--- src/rtl/load_store_unit_pkg.sv ---
// -----------------------------------------------------------------------------
// load_store_unit_pkg
// Shared definitions for the load/store unit:
//   - RV32I funct3 width codes and the size field (funct3[1:0])
//   - FSM state encoding
//   - lane widths used by load extension and store merging
//   - helpers for funct3 legality and natural-alignment of the low address bits
// -----------------------------------------------------------------------------
package load_store_unit_pkg;

    // funct3 width codes
    localparam logic [2:0] F3_B  = 3'b000;
    localparam logic [2:0] F3_H  = 3'b001;
    localparam logic [2:0] F3_W  = 3'b010;
    localparam logic [2:0] F3_BU = 3'b100;
    localparam logic [2:0] F3_HU = 3'b101;

    // Access size is carried in funct3[1:0]; funct3[2] selects zero-extension.
    localparam logic [1:0] SZ_B = 2'b00;
    localparam logic [1:0] SZ_H = 2'b01;
    localparam logic [1:0] SZ_W = 2'b10;

    // FSM state encoding
    localparam logic [1:0] ST_IDLE  = 2'd0;
    localparam logic [1:0] ST_READ  = 2'd1;
    localparam logic [1:0] ST_WRITE = 2'd2;
    localparam logic [1:0] ST_DONE  = 2'd3;

    // Lane widths
    localparam int BYTE_W = 8;
    localparam int HALF_W = 16;
    localparam int WORD_W = 32;

    // Stores only have B/H/W encodings; loads additionally have BU/HU.
    function automatic logic f3_is_legal(input logic is_store, input logic [2:0] f3);
        logic ok;
        ok = (f3 == F3_B) || (f3 == F3_H) || (f3 == F3_W);
        if (!is_store) begin
            ok = ok || (f3 == F3_BU) || (f3 == F3_HU);
        end
        return ok;
    endfunction

    // Clear the low address bits below the natural alignment of the access.
    function automatic logic [1:0] align_lo(input logic [1:0] size, input logic [1:0] lo);
        logic [1:0] res;
        case (size)
            SZ_B:    res = lo;
            SZ_H:    res = {lo[1], 1'b0};
            default: res = 2'b00;
        endcase
        return res;
    endfunction

endpackage

--- src/rtl/lsu_lane_align.sv ---
// -----------------------------------------------------------------------------
// lsu_lane_align
// Combinational lane handling for the load/store unit.
//   i_funct3     : access width code (size in [1:0], zero-extend in [2])
//   i_addr_lo    : naturally aligned byte offset within the word
//   i_rd_word    : word read from data memory (load source)
//   i_old_word   : word previously read (store merge base)
//   i_wdata      : right-justified store data
//   o_load_data  : selected lane, sign/zero extended to 32 bits
//   o_store_word : i_old_word with the selected lane replaced (SW: i_wdata)
// -----------------------------------------------------------------------------
module lsu_lane_align
    import load_store_unit_pkg::*;
(
    input  logic [2:0]        i_funct3,
    input  logic [1:0]        i_addr_lo,
    input  logic [WORD_W-1:0] i_rd_word,
    input  logic [WORD_W-1:0] i_old_word,
    input  logic [WORD_W-1:0] i_wdata,
    output logic [WORD_W-1:0] o_load_data,
    output logic [WORD_W-1:0] o_store_word
);

    logic [BYTE_W-1:0] w_byte;
    logic [HALF_W-1:0] w_half;
    logic              w_byte_fill;
    logic              w_half_fill;

    assign w_byte      = i_rd_word[{i_addr_lo, 3'b000} +: BYTE_W];
    assign w_half      = i_rd_word[{i_addr_lo[1], 4'b0000} +: HALF_W];
    assign w_byte_fill = !i_funct3[2] && w_byte[BYTE_W-1];
    assign w_half_fill = !i_funct3[2] && w_half[HALF_W-1];

    // NOTE: every output of a combinational block gets a default before the
    // case so no path leaves it unassigned (which would infer a latch).
    always_comb begin
        o_load_data = i_rd_word;
        case (i_funct3[1:0])
            SZ_B:    o_load_data = {{(WORD_W-BYTE_W){w_byte_fill}}, w_byte};
            SZ_H:    o_load_data = {{(WORD_W-HALF_W){w_half_fill}}, w_half};
            default: ;
        endcase
    end

    always_comb begin
        o_store_word = i_old_word;
        case (i_funct3[1:0])
            SZ_B:    o_store_word[{i_addr_lo, 3'b000} +: BYTE_W]    = i_wdata[BYTE_W-1:0];
            SZ_H:    o_store_word[{i_addr_lo[1], 4'b0000} +: HALF_W] = i_wdata[HALF_W-1:0];
            default: o_store_word = i_wdata;
        endcase
    end

endmodule

--- src/rtl/load_store_unit.sv ---
// -----------------------------------------------------------------------------
// load_store_unit
// Single-request load/store unit between a core and a word-wide data memory.
// Byte/halfword stores are done as read-modify-write.
//
// Ports:
//   CLK, RST      : clock, synchronous active-high reset
//   req, we       : request strobe (taken only when ready), 1 = store
//   funct3        : RV32I width code
//   addr, wdata   : byte address, right-justified store data
//   ready         : idle, can accept req
//   done, err     : one-cycle completion pulse, rejection flag (with done)
//   rdata         : extended load result, held until the next done
//   mem_RW        : data-memory write enable
//   mem_ADDr      : word-aligned data-memory byte address
//   mem_Din       : data-memory write word
//   mem_Dout      : data-memory read word (combinational)
//
// Configuration macro: LSU_MISALIGN_TRAP_EN
//   defined   : misaligned halfword/word accesses are rejected
//   undefined : low address bits are cleared to natural alignment
// -----------------------------------------------------------------------------
module load_store_unit
    import load_store_unit_pkg::*;
#(
    parameter int unsigned MEM_WORDS = 2001
)
(
    input  logic              CLK,
    input  logic              RST,
    input  logic              req,
    input  logic              we,
    input  logic [2:0]        funct3,
    input  logic [WORD_W-1:0] addr,
    input  logic [WORD_W-1:0] wdata,
    output logic              ready,
    output logic              done,
    output logic              err,
    output logic [WORD_W-1:0] rdata,
    output logic              mem_RW,
    output logic [WORD_W-1:0] mem_ADDr,
    output logic [WORD_W-1:0] mem_Din,
    input  logic [WORD_W-1:0] mem_Dout
);

    localparam logic [WORD_W:0] ADDR_LIMIT = (WORD_W+1)'(MEM_WORDS) * (WORD_W+1)'(4);

    logic [1:0]        r_state;
    logic              r_we;
    logic [2:0]        r_funct3;
    logic [1:0]        r_addr_lo;
    logic [WORD_W-1:0] r_wdata;
    logic [WORD_W-1:0] r_word;
    logic [WORD_W-1:0] r_rdata;
    logic [WORD_W-1:0] r_mem_addr;
    logic              r_err;

    logic              w_oor;
    logic              w_misalign;
    logic              w_reject;
    logic [WORD_W-1:0] w_load_data;
    logic [WORD_W-1:0] w_store_word;

    // ------------------------------------------------------------------
    // Request validation (evaluated on the incoming request in IDLE)
    // ------------------------------------------------------------------
    assign w_oor = {1'b0, addr} >= ADDR_LIMIT;

`ifdef LSU_MISALIGN_TRAP_EN
    assign w_misalign = ((funct3[1:0] == SZ_H) && addr[0]) ||
                        ((funct3[1:0] == SZ_W) && (addr[1:0] != 2'b00));
`else
    assign w_misalign = 1'b0;
`endif

    assign w_reject = !f3_is_legal(we, funct3) || w_oor || w_misalign;

    // ------------------------------------------------------------------
    // Control state
    // ------------------------------------------------------------------
    // NOTE: sequential state uses non-blocking assignments so every register
    // samples pre-edge values regardless of statement order.
    always_ff @(posedge CLK) begin
        if (RST) begin
            r_state    <= ST_IDLE;
            r_err      <= 1'b0;
            r_rdata    <= '0;
            r_mem_addr <= '0;
        end else begin
            case (r_state)
                ST_IDLE: begin
                    if (req) begin
                        r_err <= w_reject;
                        if (w_reject) begin
                            r_state <= ST_DONE;
                        end else begin
                            r_mem_addr <= {addr[WORD_W-1:2], 2'b00};
                            // Only a full-word store skips the read.
                            r_state    <= (we && (funct3[1:0] == SZ_W)) ? ST_WRITE : ST_READ;
                        end
                    end
                end
                ST_READ: begin
                    if (r_we) begin
                        r_state <= ST_WRITE;
                    end else begin
                        r_rdata <= w_load_data;
                        r_state <= ST_DONE;
                    end
                end
                ST_WRITE: r_state <= ST_DONE;
                ST_DONE:  r_state <= ST_IDLE;
                default:  r_state <= ST_IDLE;
            endcase
        end
    end

    // ------------------------------------------------------------------
    // Request/data capture
    // ------------------------------------------------------------------
    // NOTE: pure datapath registers carry no reset; they are always loaded
    // before the control state lets anything read them.
    always_ff @(posedge CLK) begin
        if ((r_state == ST_IDLE) && req) begin
            r_we      <= we;
            r_funct3  <= funct3;
            r_addr_lo <= align_lo(funct3[1:0], addr[1:0]);
            r_wdata   <= wdata;
        end
        if (r_state == ST_READ) begin
            r_word <= mem_Dout;
        end
    end

    lsu_lane_align u_lane_align (
        .i_funct3     (r_funct3),
        .i_addr_lo    (r_addr_lo),
        .i_rd_word    (mem_Dout),
        .i_old_word   (r_word),
        .i_wdata      (r_wdata),
        .o_load_data  (w_load_data),
        .o_store_word (w_store_word)
    );

    // ------------------------------------------------------------------
    // Outputs. RST also gates them combinationally so that a reset landing
    // in WRITE blocks that cycle's memory write and the reset values show
    // from the first reset cycle.
    // ------------------------------------------------------------------
    assign ready    = (r_state == ST_IDLE) || RST;
    assign done     = (r_state == ST_DONE) && !RST;
    assign err      = done && r_err;
    assign rdata    = RST ? '0 : r_rdata;
    assign mem_RW   = (r_state == ST_WRITE) && !RST;
    assign mem_ADDr = RST ? '0 : r_mem_addr;
    assign mem_Din  = mem_RW ? w_store_word : '0;

endmodule

--- config.mk ---
export PLATFORM = sky130hd
export DESIGN_NAME = load_store_unit
export DESIGN_NICKNAME = d
export VERILOG_FILES = /design/src/rtl/load_store_unit_pkg.sv /design/src/rtl/lsu_lane_align.sv /design/src/rtl/load_store_unit.sv
export SDC_FILE = /design/constraint.sdc
export NUM_CORES = 1
export LEC_CHECK = 0
export CAP_MARGIN = 20
export CORE_AREA = 10 10 139 141
export CTS_CLUSTER_SIZE = 30
export DETAILED_ROUTE_END_ITERATION = 12
export DIE_AREA = 0 0 149 151
export GPL_TIMING_DRIVEN = 0
export PLACE_DENSITY_LB_ADDON = 0.12
export REMOVE_ABC_BUFFERS = 1
export SLEW_MARGIN = 20
export SYNTH_ARGS = -nofsm -noshare
export SYNTH_HDL_FRONTEND = slang
export SYNTH_SLANG_ARGS = --single-unit
--- constraint.sdc ---
create_clock -name CLK -period 3.7 [get_ports CLK]
set_clock_uncertainty 0.05 [all_clocks]
set_input_delay 0.37 -clock CLK [delete_from_list [all_inputs] [get_ports CLK]]
set_output_delay 0.37 -clock CLK [all_outputs]
set_load 0.01 [all_outputs]
# --- Yosys cells after proc, flatten, opt, wreduce, memory -nomap -nowiden ---
# Index checks and enable logic that the tools add are counted.
totals:
  elab_cells: 68
  out_inout_bits: 100
  register_bits: 135
classes:
  n_shift: 6
  reduce_logical: 23
  n_bitwise: 2
  n_lt_le_gt_ge: 1
  muxes: 14
  n_eq_ne: 11
  add_sub_neg: 2
op_table:
  columns: ["operator", "n"]
  rows:
  - ["one-hot mux 32 bit (2 select lines)", 2]
  - ["two-way mux 32 bit", 3]
  - ["bitwise mux 32 bit", 2]
  - [">= comparator 32 x 13 -> 1 bit, second input constant", 1]
  - ["variable shift 16 x 7 -> 32 bit, first input constant", 1]
  - ["variable shift 8 x 7 -> 32 bit, first input constant", 1]
  - ["indexed part select 16 x 7 -> 32 bit", 1]
  - ["indexed part select 32 x 6 -> 16 bit", 1]
  - ["indexed part select 32 x 6 -> 8 bit", 1]
  - ["indexed part select 8 x 7 -> 32 bit", 1]
  - ["negator 5 -> 7 bit", 2]
  - ["one-hot mux 2 bit (4 select lines)", 1]
  - ["logical AND 1 bit", 7]
  - ["equality test 2 x 1 -> 1 bit, second input constant", 3]
  - ["equality test 2 bit, second input constant", 3]
  - ["equality test 3 bit, second input constant", 2]
  - ["logical NOT 2 bit", 3]
  - ["logical OR 1 bit", 6]
  - ["two-way mux 2 bit", 3]
  - ["one-hot mux 2 bit (2 select lines)", 1]
  - ["AND reduction 2 bit", 2]
  - ["equality test 3 x 1 -> 1 bit, second input constant", 1]
  - ["equality test 3 x 2 -> 1 bit, second input constant", 1]
  - ["logical NOT 1 bit", 3]
  - ["5 further kinds", 7]

# --- Depth between registers and ports, before layout ---
# Gate-level depths: netlist of the first run.
logic_depth:
  ltp_word: 11
  depth_mapped: 8

# --- Modules after synthesis ---
# A second synthesis of the first run with hierarchy kept.
unflattened:
  cells_unflattened: 726
  hier_area_um2: 7193.1
modules_own_cells:
  columns: ["module", "instances", "area_each_um2", "cells_each"]
  rows:
  - ["load_store_unit", 1, 5119.9, 439]
  - ["lsu_lane_align", 1, 2073.2, 287]

# --- Worst setup path before layout of the first run ---
# Ideal clock, no wire load.
synth_path:
  path_type: "register to register"
  from: "register r_state[0]"
  to: "register r_mem_addr[10]"
  slack_ns: 0.656
  setup_ns: 0.121
  period_less_slack_ns: 3.044
  n_path_buf: 2
  stages_incl_launch_ff: 9
  arrival_time_ns: 2.873
  path_cell_list: "dfxtp_1 > inv_1 > ha_1 > and2_0 > clkbuf_1 > nand4_1 > nor3_2 > buf_6 > mux2_4"
synth_between:
  elab_chain_cells: 2
synth_rtl:
  columns: ["element", "line_no", "text"]
  rows:
  - ["from (decl)", "load_store_unit.sv:48", "logic [1:0] r_state;"]
  - ["from (signal assigned)", "load_store_unit.sv:99", "r_state <= (we && (funct3[1:0] == SZ_W)) ? ST_WRITE : ST_READ;"]
  - ["logical NOT 2 bit", "load_store_unit.sv:90", "case (r_state)"]
  - ["AND reduction 3 bit (no line)", null, null]
  - ["to (signal assigned)", "load_store_unit.sv:97", "r_mem_addr <= {addr[WORD_W-1:2], 2'b00};"]
  - ["to (decl)", "load_store_unit.sv:55", "logic [WORD_W-1:0] r_mem_addr;"]
# Every way passes these cells.
# A chain may end at the register's enable or synchronous reset.

# --- Worst setup path in the final report of the first run ---
layout_path:
  from: "register r_addr_lo[1]"
  to: "output mem_Din[27]"
layout_between:
  elab_chain_cells: 5
  elab_cells_between_ends: 10
  classes_between: "add/sub: 2; shift: 4; mux: 4"
layout_rtl:
  columns: ["element", "line_no", "text"]
  rows:
  - ["from (decl)", "load_store_unit.sv:51", "logic [1:0] r_addr_lo;"]
  - ["from (signal assigned)", "load_store_unit.sv:127", "r_addr_lo <= align_lo(funct3[1:0], addr[1:0]);"]
  - ["negator 5 -> 7 bit, on equally long branches", "lsu_lane_align.sv:49, lsu_lane_align.sv:48", null]
  - ["indexed part select 16 x 7 -> 32 bit, or another cell as far along", "lsu_lane_align.sv:49", "SZ_H: o_store_word[{i_addr_lo[1], 4'b0000} +: HALF_W] = i_wdata[HALF_W-1:0];"]
  - ["bitwise mux 32 bit, on equally long branches", "lsu_lane_align.sv:49, lsu_lane_align.sv:48", null]
  - ["one-hot mux 32 bit (2 select lines) (*)", "lsu_lane_align.sv:47", "case (i_funct3[1:0])"]
  - ["two-way mux 32 bit (*)", "load_store_unit.sv:156", "assign mem_Din = mem_RW ? w_store_word : '0;"]
  - ["to (decl)", "load_store_unit.sv:42", "output logic [WORD_W-1:0] mem_Din,"]
# Mark *: on every way between the ends. The rest lies on a longest branch, timed or not.

==> results.md, run 1 <==
- Final wirelength: 21500 um
- Worst Path Required: 3.28 ns
- Layout cells sized above 1: 10.1%
- Final worst path period need: 3.54 ns
- FP Rows: 47
- H-Tree Depth: 4
- Fin nets: 911
- Area Growth Syn to Fin: 45.0%
- Initial DRC count: 442
- Largest cells by area after synthesis: edfxtp_1 (32%), dfxtp_1 (20%), nor2b_1 (9.4%), a221oi_1 (4.2%), nand2_1 (3.2%)
- Fin crit share: 95.7%
- CTS tree: yes
- First-pass GRT wire length: 32600 um
- Drc violations: 0
- Syn avg cell area: 10.8 um^2
- Worst-Skew Late Latency: 0.42 ns
- Critical Path Max Stage Delay: 0.57 ns
- Final setup fails: 0
- Most common flop cell mapped by yosys: edfxtp_1
- Core box area: 16500 um^2
- DR vias/cell: 5.36
- Clock Tree Root: clkbuf_16
- Synth top cells by count: nor2b_1 (98), edfxtp_1 (70), dfxtp_1 (65), nand2_1 (56), a21oi_1 (37)
- Max cap viols: 0
- Slew @ Worst Pin: 0.987 ns
- Wire per inst: 20.8 um
- Number of port buffers: 200
- Ys async rst share: 0%
- Via count: 5544
- Kind of critical path: reg -> out
- Max VDD drop: 0.385 mV
- Vias in the first global route: 5704
- Die Y-Extent: 151 um
- Sequential area share after synthesis: 52.1%
- Fin area: 9470 um^2
- Synth cell types: 50
- Die area: 22500 um^2
- CP arrival: 3.12 ns
- Die W: 149 um
- Antenna-violating nets left: 0
- Max-slew violations: 0
- TritonCTS buffer count: 17
- Startpoint Class: flop
- Deepest clock path buffer count: 2
- Most frequent cell on the critical path: buf_4
- Clk pin slew, worst setup/hold paths: 0.06 ns
- Rel. slew slack: 33.7%
- Pre-antenna DRT Iters: 5
- Pin count of the biggest net entering global routing: 69
- Clk sinks: 135
- CP max FO: 11
- Final core utilization: 57.5%
- Most common cell in the synthesized netlist: nor2b_1
- Synth area leader: edfxtp_1
- Flops & latches, synth: 135
- Slowest CP cell: clkdlybuf4s50_1
- CP cell instances: buf_4, buf_8, ha_1, nor4bb_4, buf_4, a221oi_1, a211o_1, a21oi_1, clkdlybuf4s50_1
- Status: completed
- Global Route Usage Sum: 18.7%
- Lkg Pwr: 3.48 nW
- Power Dens Cells: 567 nW/um^2
- Final Hold Fails: 0
- F_max: 282 MHz
- Multi-input gate area: 2920 um^2
- RePlAce Congestion: 0.840
- Boundary Pins: 203
- Starting Density: 39.6%
- Register area: 3400 um^2
- Filler instances: 1403
- Number of flops mapped to enable cells by yosys: 70
- Yosys warning count: 0
- Total grt overflow: 0
- Antenna violations before repair: 1
- Cells after Synth: 607
- Post-synth top area share: 32.2%
- Mapped Area: 6530 um^2
- DPL Wire Length: 15700 um
- Hold WC Path Type: in -> reg
- Post-DP Area: 8840 um^2
- Critical Path Sink Type: output pin
-- worst max-delay path: cells and delay by family, from the launching register on --
| kind | cells | cell delay (ns) |
|---|---|---|
| AO/OA/AOI/OAI | 3 | 0.52 |
| adder cells (fa/ha/maj) | 1 | 0.20 |
| buffers and inverters | 4 | 1.22 |
| flip-flops | 1 | 0.43 |
| AND/OR/NAND/NOR | 1 | 0.33 |
-- path summary, 6_finish.rpt --
check | start | to | slack, ns | cells after the start
setup / recovery | r_addr_lo[1] | mem_Din[27] | 0.16 | 9
hold / removal | RST | r_rdata[12] | 0.38 | 4
setup reg to reg | r_funct3[0] | r_rdata[17] | 1.05 | 5
hold reg to reg | r_err | r_err | 0.47 | 2
-- layer usage --
layer / up-vias / track usage [%] / wire, um
li1: 2637 / - / -
met1: 2656 / 21.8 / 8700
met2: 225 / 30.7 / 10400
met3: 26 / 7.70 / 2060
met4: 0 / 5.94 / 381
met5: - / 0 / 0
-- timing repair --
action,4_1_cts,5_1_grt
pin swaps,2,0
gates resized for setup,3,2
setup endpoints to repair,32,13
hold buffers,0,0
buffers inserted,6,0
-- report_power, final --
part	internal (W)	leakage (nW)	switching (W)
registers	0.00194	1.18	0.000165
clock network	0.000955	0.282	0.000620
logic	0.000789	2.01	0.000899
-- metrics by stage --
step / setup WS (ns) / setup TNS (ns) / std cells / power, W / hold slack [ns]
after floorplan: -0.463 / -7.73 / 562 / 0.00299 / 0.389
after global placement: -1.95 / -178.59 / 982 / 0.00366 / 0.443
after detailed placement: -0.325 / -4.51 / 994 / 0.00377 / 0.461
after CTS: 0.108 / 0 / 1032 / 0.00539 / 0.365
after global routing: -0.0176 / -0.0176 / 1033 / 0.00563 / 0.403
final: 0.159 / 0 / 1034 / 0.00537 / 0.382
-- cells in the final DEF, fill, tap and decap left out, types with 2 or more instances in the layout --
cell type and n:
nand3_1 3, buf_12 2, nor3_1 12, ha_1 8, a22o_1 11, mux2_2 8, o31ai_1 4, a2bb2oi_1 15
mux2_4 10, a21oi_1 37, conb_1 2, a22oi_1 3, nor4bb_4 2, a21o_1 2, mux2i_1 18, a211o_1 16
nand2_1 56, nor2b_1 98, clkinv_2 6, inv_1 10, nor2_1 19, clkbuf_16 19, clkdlybuf4s50_1 199, edfxtp_1 70
buf_4 7, buf_16 3, buf_8 6, inv_4 2, dfxtp_1 65, diode_2 2, nor3_4 2, a222oi_1 5
o22ai_1 8, clkbuf_1 3, nor4_1 4, a221oi_1 31, nand4_1 2, and2_1 2, o21ai_0 18
-- flip-flops by register name (all words and copies together) (netlist names) --
signal / flops
r_err: 1
r_funct3: 3
r_word: 32
r_we: 1
r_state: 2
r_rdata: 32
r_mem_addr: 30
r_wdata: 32
r_addr_lo: 2
-- area by class of cell --
type                    instances  area share (%)
clock inverters                 8           0.449
clock buffers                  24            5.37
flip-flops and latches        135            36.0
inverters                      11           0.436
diodes                          2          0.0529
repair buffers                218            24.0
well taps                     220            2.91
multi-input cells             416            30.9
-- cells by family (layout without fill, tap and decap cells) --
family / Yosys count / after routing / share of synthesized area [%]
compound gates: 158 / 158 / 17.9
fa+ha+maj: 9 / 9 / 1.73
buf+inv: 57 / 261 / 4.08
flops: 135 / 135 / 52.1
mux: 37 / 37 / 6.79
other cells: 1 / 4 / 0.0574
simple gates: 210 / 210 / 17.3
(Power assumes the default switching activity.)
==> run 2: changes to the inputs <==
- CORE_AREA: 10 10 139 141 -> 10 10 129 131
- DIE_AREA: 0 0 149 151 -> 0 0 139 141
==> run 2 against run 1 <==
Compared with the run above:
- count of clock-buffer cells in the layout rose by 2
- worst setup slack improved by 0.035 ns
- final cell count fell by 3.8%
- non-clock buffer count fell by 1
- critical path depth fell by 2
- sequential share of layout area fell by 0.099 points
==> results.md, run 2 (same netlist as run 1, synthesis figures left out) <==
- Status: completed (unchanged)
- Boundary Pins: 203 (unchanged)
- DR vias/cell: 5.67 (was 5.36)
- CP arrival: 3.09 ns (was 3.12 ns)
- Final worst path period need: 3.51 ns (was 3.54 ns)
- Number of port buffers: 200 (unchanged)
- Final Non-Filler Cells: 995 (was 1034)
- Gate power share: 30.1% (was 31.5%)
- Hold path depth: 3 (was 4)
- Hold-fix buffers, CTS: 0 (unchanged)
- Setup_tns: 0 ns (unchanged)
- Die Y-Extent: 141 um (was 151 um)
- Max VDD drop: 0.360 mV (was 0.385 mV)
- Via count: 5637 (was 5544)
- Largest registers: r_rdata x32, r_wdata x32, r_word x32 (unchanged)
- Final Hold Fails: 0 (unchanged)
- RSZ-0062 raised after global routing: no
- Worst Path Required: 3.28 ns (about the same)
- Dpl ws: -0.213 ns (was -0.325 ns)
- Ant diodes: 0 (was 2)
- Clock Power Share: 32.6% (was 29.3%)
- Initial DRC count: 577 (was 442)
- Wire per inst: 21.7 um (was 20.8 um)
- Worst-Skew Late Latency: 0.42 ns (about the same)
- Sw frac: 30.1% (was 31.4%)
- RePlAce Congestion: 0.858 (was 0.840)
- Pre-antenna DRT Iters: 6 (was 5)
- Final setup fails: 0 (unchanged)
- Power Dens Cells: 595 nW/um^2 (was 567 nW/um^2)
- Critical Path Sink Type: output pin (unchanged)
- First-pass GRT wire length: 33200 um (was 32600 um)
- Clock Tree Root: clkbuf_16 (unchanged)
- Worst Hold End: r_mem_addr[23] (was r_rdata[12])
- Fin nets: 910 (was 911)
- CTS tree: yes (unchanged)
- Pin count of the biggest net entering global routing: 68 (was 69)
- Clk pin slew, worst setup/hold paths: 0.06 ns (about the same)
- RR Endpoint: r_mem_addr[2] (was r_rdata[17])
- Flop pwr share: 37.3% (was 39.2%)
- Rel. slew slack: 34.6% (was 33.7%)
- Clk sinks: 135 (unchanged)
- H-Tree Depth: 4 (unchanged)
- Startpoint Class: flop (unchanged)
- FP Rows: 44 (was 47)
- NetSw: 0.00170 W (was 0.00168 W)
- Antenna violations before repair: 0 (was 1)
- TritonCTS buffer count: 17 (unchanged)
- Max-slew violations: 0 (unchanged)
- Min-delay src: RST (unchanged)
- CP max FO: 9 (was 11)
- Starting Density: 46.0% (was 39.6%)
- Area Growth Syn to Fin: 45.4% (was 45.0%)
- Int Power: 0.00395 W (was 0.00368 W)
- R2R setup slack: 1.05 ns (about the same)
- Final wirelength: 21600 um (was 21500 um)
- Kind of critical path: reg -> out (unchanged)
- Total grt overflow: 0 (unchanged)
- Deepest clock path buffer count: 2 (unchanged)
- Fin crit share: 94.8% (was 95.7%)
- Global Route Usage Sum: 21.3% (was 18.7%)
- Max cap viols: 0 (unchanged)
- Cell count after placement: 958 (was 994)
- Core box area: 14200 um^2 (was 16500 um^2)
- Commonest non-fill, non-tap cell in the layout: clkdlybuf4s50_1 (unchanged)
- Die area: 19600 um^2 (was 22500 um^2)
- DPL Wire Length: 15700 um (about the same)
- Reg2Reg Depth: 7 (was 5)
- Most frequent cells in the layout: clkdlybuf4s50_1 (199), nor2b_1 (98), edfxtp_1 (70) (unchanged)
- Reg-to-Reg Start: r_state[1] (was r_funct3[0])
- Lkg Pwr: 3.51 nW (was 3.48 nW)
- Antenna-violating nets left: 0 (unchanged)
- F_max: 285 MHz (was 282 MHz)
- Layout cells sized above 1: 9.99% (was 10.1%)
- Vias in the first global route: 5768 (was 5704)
- Slew @ Worst Pin: 0.974 ns (was 0.987 ns)
- Drc violations: 0 (unchanged)
- Worst Setup Slack, final: 0.193 ns (was 0.159 ns)
- Die W: 139 um (was 149 um)
- Total power: 0.00564 W (was 0.00537 W)
- Hold WC Path Type: in -> reg (unchanged)
run 2: cell types whose count changed in the layout (fill, tap and decap cells not counted), sizes merged:
cell    previous run  this run
buf               19        18
bufinv             0         3
clkbuf            24        26
clkinv             6         2
diode              2         0
inv               13        12
run 2: worst max-delay path by stage:
| stage | end | start | cells past startpoint | slack, ns |
|---|---|---|---|---|
| 2_1_floorplan | r_mem_addr[2] | r_state[0] | 6 | -0.46 |
| 3_3_place_gp | mem_Din[20] | r_addr_lo[1] | 7 | -1.95 |
| 3_5_place_dp | mem_Din[30] | r_addr_lo[1] | 8 | -0.21 |
| 4_1_cts | mem_Din[26] | r_addr_lo[1] | 8 | 0.06 |
| 5_1_grt | mem_Din[26] | r_addr_lo[1] | 8 | 0.04 |
| 6_report | mem_Din[4] | r_addr_lo[1] | 7 | 0.19 |
run 2: what timing repair did:
| item | CTS | global route |
|---|---|---|
| setup endpoints to repair | 32 | 8 |
| buffers inserted | 4 | 1 |
| pin swaps | 0 | 1 |
| gates resized for setup | 3 | 1 |
| cloned | 0 | 0 |
run 2: through the flow:
stage / instance area [um^2] / util (%) / hold slack [ns]
6_report: 9490 / 66.8 / 0.351
5_1_grt: 9490 / 66.8 / 0.347
4_1_cts: 9480 / 66.7 / 0.330
3_5_place_dp: 8780 / 61.8 / 0.450
3_3_place_gp: 8540 / 60.1 / 0.446
2_1_floorplan: 6310 / - / 0.389
run 2: worst max-delay path, stage by stage (launching register included):
cell             delay [ns]
edfxtp_1               0.45
inv_2                  0.19
ha_1                   0.36
nand2_1                0.19
nor3_4                 0.37
a221oi_1               0.14
nor3_1                 0.36
clkdlybuf4s50_1        0.62
run 2: power groups by stage:
stage,clock network (W),registers [W],logic (W)
2_1_floorplan,0,0.00214,0.000847
5_1_grt,0.00194,0.00213,0.00184
4_1_cts,0.00187,0.00210,0.00169
6_report,0.00184,0.00210,0.00170
3_5_place_dp,0,0.00214,0.00163
3_3_place_gp,0,0.00222,0.00141
run 2: routing by layer:
metal / routed length [um] / track usage (%)
met1: 8370 / 24.0
met2: 10800 / 36.1
met3: 2220 / 9.44
met4: 244 / 5.27
met5: 0 / 0
run 2: cell type report:
class	instances	area, um^2
Fill cell	1118	4710
Sequential cell	135	3400
Multi-Input combinational cell	416	2920
Timing Repair Buffer	217	2240
Clock buffer	26	547
Tap cell	184	230
Clock inverter	6	106
Inverter	11	41.3
